## src/rtl/game_sequencer.sv

```systemverilog
// Breakout game-flow controller: credits, 1/2-player start, per-player ball count
// and serve/game-over frame timing, all as one FSM clocked by CLK_DRV.
module game_sequencer #(
    parameter int SERVE_DELAY_FRAMES = 60,
    parameter int GAMEOVER_FRAMES    = 120,
    parameter int MAX_CREDITS        = 9
) (
    input  logic       CLK_DRV,
    input  logic       RESET_N,
    input  logic       FRAME_TICK,
    input  logic       COIN,
    input  logic       START1_N,
    input  logic       START2_N,
    input  logic       SERVE_N,
    input  logic       BALL_MISS,
    input  logic       S4,
    output logic       ATTRACT,
    output logic       START_GAME1_N,
    output logic       SERVE_WAIT,
    output logic       SERVE_STB,
    output logic       PLAYER2,
    output logic       TWO_PLAYER,
    output logic [2:0] BALL_NUM,
    output logic       GAME_OVER,
    output logic       EGL,
    output logic [3:0] CREDITS,
    output logic [2:0] STATE_DBG
);

    localparam int MAX_FRAMES = (SERVE_DELAY_FRAMES > GAMEOVER_FRAMES) ?
                                SERVE_DELAY_FRAMES : GAMEOVER_FRAMES;
    localparam int CW = $clog2(MAX_FRAMES + 1);

    typedef enum logic [2:0] {
        ST_ATTRACT    = 3'd0,
        ST_START      = 3'd1,
        ST_SERVE_WAIT = 3'd2,
        ST_IN_PLAY    = 3'd3,
        ST_BALL_LOST  = 3'd4,
        ST_GAME_OVER  = 3'd5
    } state_t;

    state_t          state, state_nxt;
    logic            coin_q, start1_q, start2_q, serve_q;
    logic            coin_edge, start1_edge, start2_edge, serve_edge;
    logic [3:0]      credits, credits_nxt;
    logic [4:0]      credits_sum;
    logic [1:0]      cost;
    logic [CW-1:0]   frame_cnt, frame_cnt_nxt;
    logic [2:0]      n_balls, n_balls_nxt;
    logic [2:0]      ball_p1, ball_p1_nxt, ball_p2, ball_p2_nxt;
    logic [2:0]      cur_ball, ball_num;
    logic            done_p1, done_p1_nxt, done_p2, done_p2_nxt;
    logic            cur_done, other_done;
    logic            player2, player2_nxt, two_player, two_player_nxt;
    logic            serve_stb, serve_stb_nxt, egl, egl_nxt;

    // Edges compare against last cycle's sample; idle levels are COIN=0 and buttons high.
    assign coin_edge   = COIN & ~coin_q;
    assign start1_edge = ~START1_N & start1_q;
    assign start2_edge = ~START2_N & start2_q;
    assign serve_edge  = ~SERVE_N & serve_q;

    assign cur_ball   = player2 ? ball_p2 : ball_p1;
    assign cur_done   = (cur_ball >= n_balls);
    assign other_done = player2 ? done_p1 : done_p2;

    always_comb begin
        state_nxt      = state;
        cost           = 2'd0;
        frame_cnt_nxt  = frame_cnt;
        n_balls_nxt    = n_balls;
        ball_p1_nxt    = ball_p1;
        ball_p2_nxt    = ball_p2;
        done_p1_nxt    = done_p1;
        done_p2_nxt    = done_p2;
        player2_nxt    = player2;
        two_player_nxt = two_player;
        serve_stb_nxt  = 1'b0;
        egl_nxt        = 1'b0;

        case (state)
            ST_ATTRACT: begin
                if (start2_edge && credits >= 4'd2) begin
                    cost           = 2'd2;
                    two_player_nxt = 1'b1;
                    state_nxt      = ST_START;
                end else if (start1_edge && credits >= 4'd1) begin
                    cost           = 2'd1;
                    two_player_nxt = 1'b0;
                    state_nxt      = ST_START;
                end
                if (state_nxt == ST_START) begin
                    ball_p1_nxt = 3'd1;
                    ball_p2_nxt = 3'd1;
                    done_p1_nxt = 1'b0;
                    done_p2_nxt = 1'b0;
                    player2_nxt = 1'b0;
                end
            end
            ST_START: begin
                n_balls_nxt   = S4 ? 3'd5 : 3'd3;
                ball_p1_nxt   = 3'd1;
                ball_p2_nxt   = 3'd1;
                player2_nxt   = 1'b0;
                frame_cnt_nxt = CW'(SERVE_DELAY_FRAMES);
                state_nxt     = ST_SERVE_WAIT;
            end
            ST_SERVE_WAIT: begin
                if (frame_cnt == '0) begin
                    if (serve_edge) begin
                        serve_stb_nxt = 1'b1;
                        state_nxt     = ST_IN_PLAY;
                    end
                end else if (FRAME_TICK) begin
                    frame_cnt_nxt = frame_cnt - 1'b1;
                end
            end
            ST_IN_PLAY: begin
                if (BALL_MISS) state_nxt = ST_BALL_LOST;
            end
            ST_BALL_LOST: begin
                if (!cur_done) begin
                    if (player2) ball_p2_nxt = ball_p2 + 3'd1;
                    else         ball_p1_nxt = ball_p1 + 3'd1;
                end else begin
                    if (player2) done_p2_nxt = 1'b1;
                    else         done_p1_nxt = 1'b1;
                end
                if (two_player && !other_done) player2_nxt = ~player2;
                // A 1-player game ends as soon as player 1 runs out of balls.
                if (cur_done && (!two_player || other_done)) begin
                    egl_nxt       = 1'b1;
                    frame_cnt_nxt = CW'(GAMEOVER_FRAMES);
                    state_nxt     = ST_GAME_OVER;
                end else begin
                    frame_cnt_nxt = CW'(SERVE_DELAY_FRAMES);
                    state_nxt     = ST_SERVE_WAIT;
                end
            end
            ST_GAME_OVER: begin
                if (frame_cnt == '0) begin
                    two_player_nxt = 1'b0;
                    player2_nxt    = 1'b0;
                    state_nxt      = ST_ATTRACT;
                end else if (FRAME_TICK) begin
                    frame_cnt_nxt = frame_cnt - 1'b1;
                end
            end
            default: state_nxt = ST_ATTRACT;
        endcase
    end

    // Deduction only happens when affordable, so the sum never underflows.
    always_comb begin
        credits_sum = {1'b0, credits} - {3'b000, cost} + {4'b0000, coin_edge};
        credits_nxt = credits_sum[3:0];
        if (credits_sum > 5'(MAX_CREDITS)) credits_nxt = 4'(MAX_CREDITS);
    end

    always_ff @(posedge CLK_DRV or negedge RESET_N) begin
        if (!RESET_N) begin
            state      <= ST_ATTRACT;
            coin_q     <= 1'b0;
            start1_q   <= 1'b1;
            start2_q   <= 1'b1;
            serve_q    <= 1'b1;
            credits    <= 4'd0;
            frame_cnt  <= '0;
            n_balls    <= 3'd3;
            ball_p1    <= 3'd1;
            ball_p2    <= 3'd1;
            done_p1    <= 1'b0;
            done_p2    <= 1'b0;
            player2    <= 1'b0;
            two_player <= 1'b0;
            ball_num   <= 3'd1;
            serve_stb  <= 1'b0;
            egl        <= 1'b0;
        end else begin
            state      <= state_nxt;
            coin_q     <= COIN;
            start1_q   <= START1_N;
            start2_q   <= START2_N;
            serve_q    <= SERVE_N;
            credits    <= credits_nxt;
            frame_cnt  <= frame_cnt_nxt;
            n_balls    <= n_balls_nxt;
            ball_p1    <= ball_p1_nxt;
            ball_p2    <= ball_p2_nxt;
            done_p1    <= done_p1_nxt;
            done_p2    <= done_p2_nxt;
            player2    <= player2_nxt;
            two_player <= two_player_nxt;
            ball_num   <= player2_nxt ? ball_p2_nxt : ball_p1_nxt;
            serve_stb  <= serve_stb_nxt;
            egl        <= egl_nxt;
        end
    end

    // SERVE_STB and EGL are single-cycle strobes with no handshake: consumers
    // must sample them every cycle; START_GAME1_N is the active-low equivalent.
    assign ATTRACT       = (state == ST_ATTRACT);
    assign START_GAME1_N = (state != ST_START);
    assign SERVE_WAIT    = (state == ST_SERVE_WAIT);
    assign GAME_OVER     = (state == ST_GAME_OVER);
    assign SERVE_STB     = serve_stb;
    assign EGL           = egl;
    assign PLAYER2       = player2;
    assign TWO_PLAYER    = two_player;
    assign BALL_NUM      = ball_num;
    assign CREDITS       = credits;
    assign STATE_DBG     = state;

endmodule

```

## config.mk

```make
export PLATFORM = sky130hd
export DESIGN_NAME = game_sequencer
export DESIGN_NICKNAME = d
export VERILOG_FILES = /design/src/rtl/game_sequencer.sv
export SDC_FILE = /design/constraint.sdc
export NUM_CORES = 1
export LEC_CHECK = 0
export BUFFER_PORTS_ARGS = -buffer_cell sky130_fd_sc_hd__buf_2
export CORE_AREA = 2 2 83 85
export CTS_CLUSTER_DIAMETER = 120
export DETAILED_ROUTE_END_ITERATION = 10
export DIE_AREA = 0 0 85 87
export PLACE_DENSITY = 0.6
export SYNTH_ARGS = -nofsm -noshare
export SYNTH_HDL_FRONTEND = slang
export SYNTH_SLANG_ARGS = --single-unit
```

## constraint.sdc

```tcl
create_clock -name CLK_DRV -period 3.5 [get_ports CLK_DRV]
set_input_delay 0.35 -clock CLK_DRV [delete_from_list [all_inputs] [get_ports CLK_DRV]]
set_output_delay 0.35 -clock CLK_DRV [all_outputs]
set_load 0.01 [all_outputs]
```

==> flow_summary.toml, run 1 <==
[synthesis]
syn-num-nets = 246
synth_warnings = 0
ys_types = 58
seq_area_frac_synth_pct = 40.8
synthTopCellsByArea = "dfrtp_1 32%, dfstp_2 8.5%, ha_1 7.5%"
synth_edf_count = 0
synthesis.area_um2 = 2170
synth_top_area_share_pct = 32.4
synthCells = 223
ys.flop_type = "dfrtp_1"
yosys.area.top_type = "dfrtp_1"
syn_avg_cell_area_um2 = 9.71
synth-seq-cells = 35
async_flop_share_pct = 100

[setup_path]
r2r_cells = 12
critical_path_class = "reg -> reg"
crit_required_ns = 3.71
rr_startpoint = "STATE_DBG[1]"
timing.rr.end = "CREDITS[2]"
crit_path_end_kind = "flip-flop"
r2r_setup_slack_ns = 0.50
critPathLaunchType = "flip-flop"
path_max_fanout = 16
cp.arrival_ns = 3.21
startpoint = "STATE_DBG[1]"

[layout]
layout-drive-gt1-share_pct = 22.6
synthToLayoutAreaGrowth_pct = 13.6
fin_area_um2 = 2460
ff_latch_area_um2 = 885
diodes = 0
nFillCells = 663
final_nets = 274
multi_input_area_um2 = 1130

[clock_network]
insertion_delay_ns = 0.29
clock_sinks = 35
holdBufCountCts = 0
clock-root-buffer = "clkbuf_8"
clock_path_buffers = 2
cts_resized = 0
cts_buffers = 5
cts_tree = "yes"
clk_transition_reported_paths_ns = 0.08
cts_setup_buffers = 0
htree_levels = 2

[grt]
track_usage_pct = 13.1
grt_pass1_wl_mm = 7.72
antenna_found_initial = 0
grt_pass1_vias = 1618
grt_max_degree = 36
grt_overflow = 0

[floorplan]
start_util_pct = 33.0
dieArea_um2 = 7400
row_count = 30
coreArea_um2 = 6570
num_io_pins = 27
die_h_um = 87
die_x_um = 85

[timing]
fin_setup_tns_ns = 0
relSlewSlack_pct = 47.4
period_share_pct = 85.6
hold_viol = 0
fmax_ghz = 0.334
finalSetupViolCount = 0
rsz0062_at_grt = "no"
fin_crit_ns = 3.00
finClkSkew_ns = 0.0127
worst_pin_slew_ns = 0.790
slew_viol_final = 0
hold_ws_ns = 0.137

[drt]
vias_per_cell = 5.13
drt_iter0_drc = 67
dr.pass1.iters = 4
ant_nets = 0
drc_errors = 0
drt-total-wl_mm = 4.57
post_drt_wl_per_cell_um = 13.8
num_vias = 1704

[pwr]
power_mw = 1.92
power_density_nw_per_um2 = 782
leakage_nw = 1.20
peakVddDrop_v = 0.000415

[placed_design]
place_congestion = 0.774
port-buffer-count = 26
hpwlAfterDp_mm = 3.44
dpl_cell_area_um2 = 2360

[worst_hold_path]
holdCritPathClass = "in -> async"

[run_status]
status = "finished, final reports clean"

[flow_run]
maxCapViolCount = 0
==> layout by cell type, fill, tap and decap left out, drive strengths merged, types with 7 or more instances in the layout <==
master,n
a21oi,13
buf,28
dfrtp,28
nor2,10
ha,13
nand3,9
clkbuf,8
inv,26
dfstp,7
o21ai,13
nand2,15
==> cells in the mapped netlist, types with 3 or more instances <==
| cell type | number |
|---|---|
| nor3_1 | 3 |
| nand3_1 | 9 |
| nand2_1 | 15 |
| a211oi_1 | 6 |
| nor2b_1 | 5 |
| a2bb2oi_1 | 4 |
| nor2_1 | 10 |
| o21ai_1 | 4 |
| nand2b_1 | 4 |
| mux2i_1 | 6 |
| ha_1 | 13 |
| dfstp_2 | 7 |
| xor2_1 | 3 |
| inv_1 | 25 |
| dfrtp_1 | 28 |
| a21oi_1 | 13 |
| o32ai_1 | 3 |
| or3_1 | 4 |
| o21ai_0 | 9 |
==> routing by layer <==
metal / global-route usage [%] / up-vias / wire length, µm
li1: - / 850 / -
met3: 4.17 / 7 / 254
met2: 20.5 / 31 / 2100
met1: 17.5 / 816 / 2150
met5: 0 / - / 0
met4: 3.61 / 0 / 61
==> sequential cells by signal, indices dropped and copies added, names as in the netlist, 2 cells and up <==
signal and cells:
BALL_NUM 3, CREDITS 4, STATE_DBG 3, ball_p1 3
ball_p2 3, frame_cnt 7, n_balls 2
==> report_power, final <==
group	internal (mW)	switching [mW]	leakage, nW	total, mW
clock	0.180	0.143	0.0515	0.322
combinational	0.406	0.551	0.721	0.957
sequential	0.522	0.122	0.425	0.644
total	1.11	0.816	1.20	1.92
==> kinds of logic (layout without fill, tap and decap cells) <==
group	count (synthesis)	after routing	share of synthesized area (%)
compound gates	57	57	18.5
xor+xnor	4	4	1.62
fa+ha+maj	14	14	8.43
buf+inv	33	62	6.87
flops	35	35	40.8
mux	9	9	4.51
simple gates	71	71	19.2
==> through the flow <==
| step | setup WS [ns] | util (%) | cells |
|---|---|---|---|
| 2_1_floorplan | 0.668 | - | 223 |
| 3_3_place_gp | 0.607 | 35.9 | 324 |
| 3_5_place_dp | 0.484 | 35.9 | 324 |
| 4_1_cts | 0.469 | 37.4 | 332 |
| 5_1_grt | 0.270 | 37.4 | 332 |
| 6_report | 0.503 | 37.4 | 332 |
==> critical path, cell delays in order, from the launching register on <==
cell and delay (ns):
dfrtp_1 0.54, or3_1 0.52, nor3_1 0.25, ha_1 0.26
inv_1 0.06, ha_1 0.16, inv_1 0.05, fa_1 0.38
nand2b_1 0.16, a21oi_1 0.16, or3_1 0.14, nand3_1 0.11
nor2_1 0.13
==> layout make-up <==
type                    instances  area share, %
clock buffers                   8           4.07
inverters                      26           3.97
multi-input cells             155           46.0
flip-flops and latches         35           36.0
well taps                      80           4.07
repair buffers                 28           5.90
==> worst max-delay path by stage <==
| stage | slack (ns) | endpoint | cells after the start |
|---|---|---|---|
| after floorplan | 0.67 | CREDITS[2] | 15 |
| after global placement | 0.61 | CREDITS[2] | 15 |
| after detailed placement | 0.48 | CREDITS[2] | 15 |
| after CTS | 0.47 | CREDITS[2] | 15 |
| after global routing | 0.27 | CREDITS[1] | 15 |
| final | 0.50 | CREDITS[2] | 12 |
Power figures use the tool's default switching activity.
==> run 2, diff against run 1 <==
CTS_BUF_LIST = sky130_fd_sc_hd__clkbuf_2   (was default)
==> run 2 against run 1 <==
Against the previous run: die area is the same; register-to-register slack got worse by 0.06 ns; routed wire length decreased by 0.48%; global-route usage rose by 0.14 points; cell count is the same; largest cell class unchanged; the run now ends with hold timing left; clock power decreased by 42%; total power down 7.3%; clock skew up 0.023 ns; maximum frequency decreased by 1.9%; worst setup slack worse by 0.059 ns; combinational power about the same; non-clock buffer count stayed put; highest routed layer unchanged.
==> flow_summary.toml, run 2 (same netlist as run 1, synthesis figures left out) <==
[timing]
rsz0062_at_grt = "no"
finClkSkew_ns = 0.0356
slew_viol_final = 0
layout_setup_ws_ns = 0.444
fin_setup_tns_ns = 0
finalSetupViolCount = 0
fin_crit_ns = 3.06
worst_pin_slew_ns = 0.780
hold_viol = 6
fmax_ghz = 0.327
relSlewSlack_pct = 48.0
hold_ws_ns = -0.0126
period_share_pct = 87.3

[drt]
post_drt_wl_per_cell_um = 13.7
drt-total-wl_mm = 4.55
ant_nets = 0
dr.pass1.iters = 4
vias_per_cell = 5.09
drc_errors = 0
drt_iter0_drc = 86
num_vias = 1691

[flow_run]
maxCapViolCount = 0

[run_status]
violations = "hold timing"
status = "finished with violations"

[layout]
max_flop_register = "frame_cnt"
largest_reg_flops = 7
final_common_cell = "dfrtp_1"
layout_common_cells = "28 x dfrtp_1, 26 x buf_2, 25 x inv_1, 15 x nand2_1"
synthToLayoutAreaGrowth_pct = 10.7
layout-drive-gt1-share_pct = 22.2
final_util_pct = 36.5
final_cells = 332
nFillCells = 670
final_nets = 274
diodes = 0

[floorplan]
die_h_um = 87
num_io_pins = 27
dieArea_um2 = 7400
die_x_um = 85
coreArea_um2 = 6570
row_count = 30
start_util_pct = 33.0

[setup_path]
endpoint = "CREDITS[2]"
crit_required_ns = 3.81
crit_path_end_kind = "flip-flop"
timing.rr.end = "CREDITS[2]"
startpoint = "STATE_DBG[1]"
r2r_setup_slack_ns = 0.44
cp.arrival_ns = 3.37
path_max_fanout = 16
r2r_cells = 12
rr_startpoint = "STATE_DBG[1]"
critical_path_class = "reg -> reg"
critPathLaunchType = "flip-flop"

[placed_design]
port-buffer-count = 26
place_ws_ns = 0.484
dpl.cell_count = 324
place_congestion = 0.774
hpwlAfterDp_mm = 3.44

[grt]
grt_pass1_wl_mm = 7.69
antenna_found_initial = 0
grt_pass1_vias = 1601
grt_max_degree = 36
grt_overflow = 0
track_usage_pct = 13.2

[clock_network]
cts_setup_buffers = 0
htree_levels = 2
cts_buffers = 5
cts_resized = 0
insertion_delay_ns = 0.40
holdBufCountCts = 0
clock_path_buffers = 2
clock_sinks = 35
clock-root-buffer = "clkbuf_2"
clk_transition_reported_paths_ns = 0.21
cts_tree = "yes"

[pwr]
leakage_nw = 1.17
power_density_nw_per_um2 = 744
peakVddDrop_v = 0.000436

[worst_hold_path]
holdCritPathClass = "in -> async"
[run 2: changes by cell type in the layout (fill, tap and decap cells not counted), sizes merged]
cell    previous run  this run
clkbuf             8         6
clkinv             0         2
[run 2: worst max-delay path, stage by stage, from the launching register on]
cell and delay [ns]:
dfrtp_1 0.58, or3_1 0.52, nor3_1 0.25, ha_1 0.26, inv_1 0.06, ha_1 0.16
inv_1 0.05, fa_1 0.38, nand2b_1 0.16, a21oi_1 0.16, or3_1 0.14, nand3_1 0.11
nor2_1 0.13
[run 2: report_power, final]
group / internal (mW) / switching (mW)
combinational: 0.406 / 0.549
clock: 0.0481 / 0.138
sequential: 0.521 / 0.123
[run 2: routing by layer]
layer | routed length, µm | global-route usage [%]
met1 | 2200 | 17.6
met2 | 2030 | 20.3
met3 | 229 | 4.17
met4 | 78 | 4.76
met5 | 0 | 0
[run 2: per-stage QoR]
stage                     hold WS, ns  area (µm²)  power, mW
after floorplan                0.0544        2170       1.38
after global placement          0.467        2360       1.60
after detailed placement        0.468        2360       1.61
after CTS                      0.0168        2400       1.80
after global routing          0.00807        2400       1.96
final                         -0.0126        2400       1.78
[run 2: worst min path at each step]
stage                        endpoint  slack [ns]  cells after the start     start
after floorplan           BALL_NUM[1]        0.05                      0   RESET_N
final                     BALL_NUM[2]       -0.01                      1   RESET_N
after global placement        serve_q        0.47                      1   SERVE_N
after CTS                 BALL_NUM[2]        0.02                      1   RESET_N
after detailed placement     start2_q        0.47                      1  START2_N
after global routing         start1_q       0.008                      1  START1_N
[run 2: layout make-up]
cell class | instances | area, µm² | share of cell area (%)
clock buffers | 6 | 30.0 | 1.25
clock inverters | 2 | 7.51 | 0.313
flip-flops and latches | 35 | 885 | 36.9
well taps | 80 | 100 | 4.18
multi-input cells | 155 | 1130 | 47.2
inverters | 26 | 97.6 | 4.07
repair buffers | 28 | 145 | 6.05
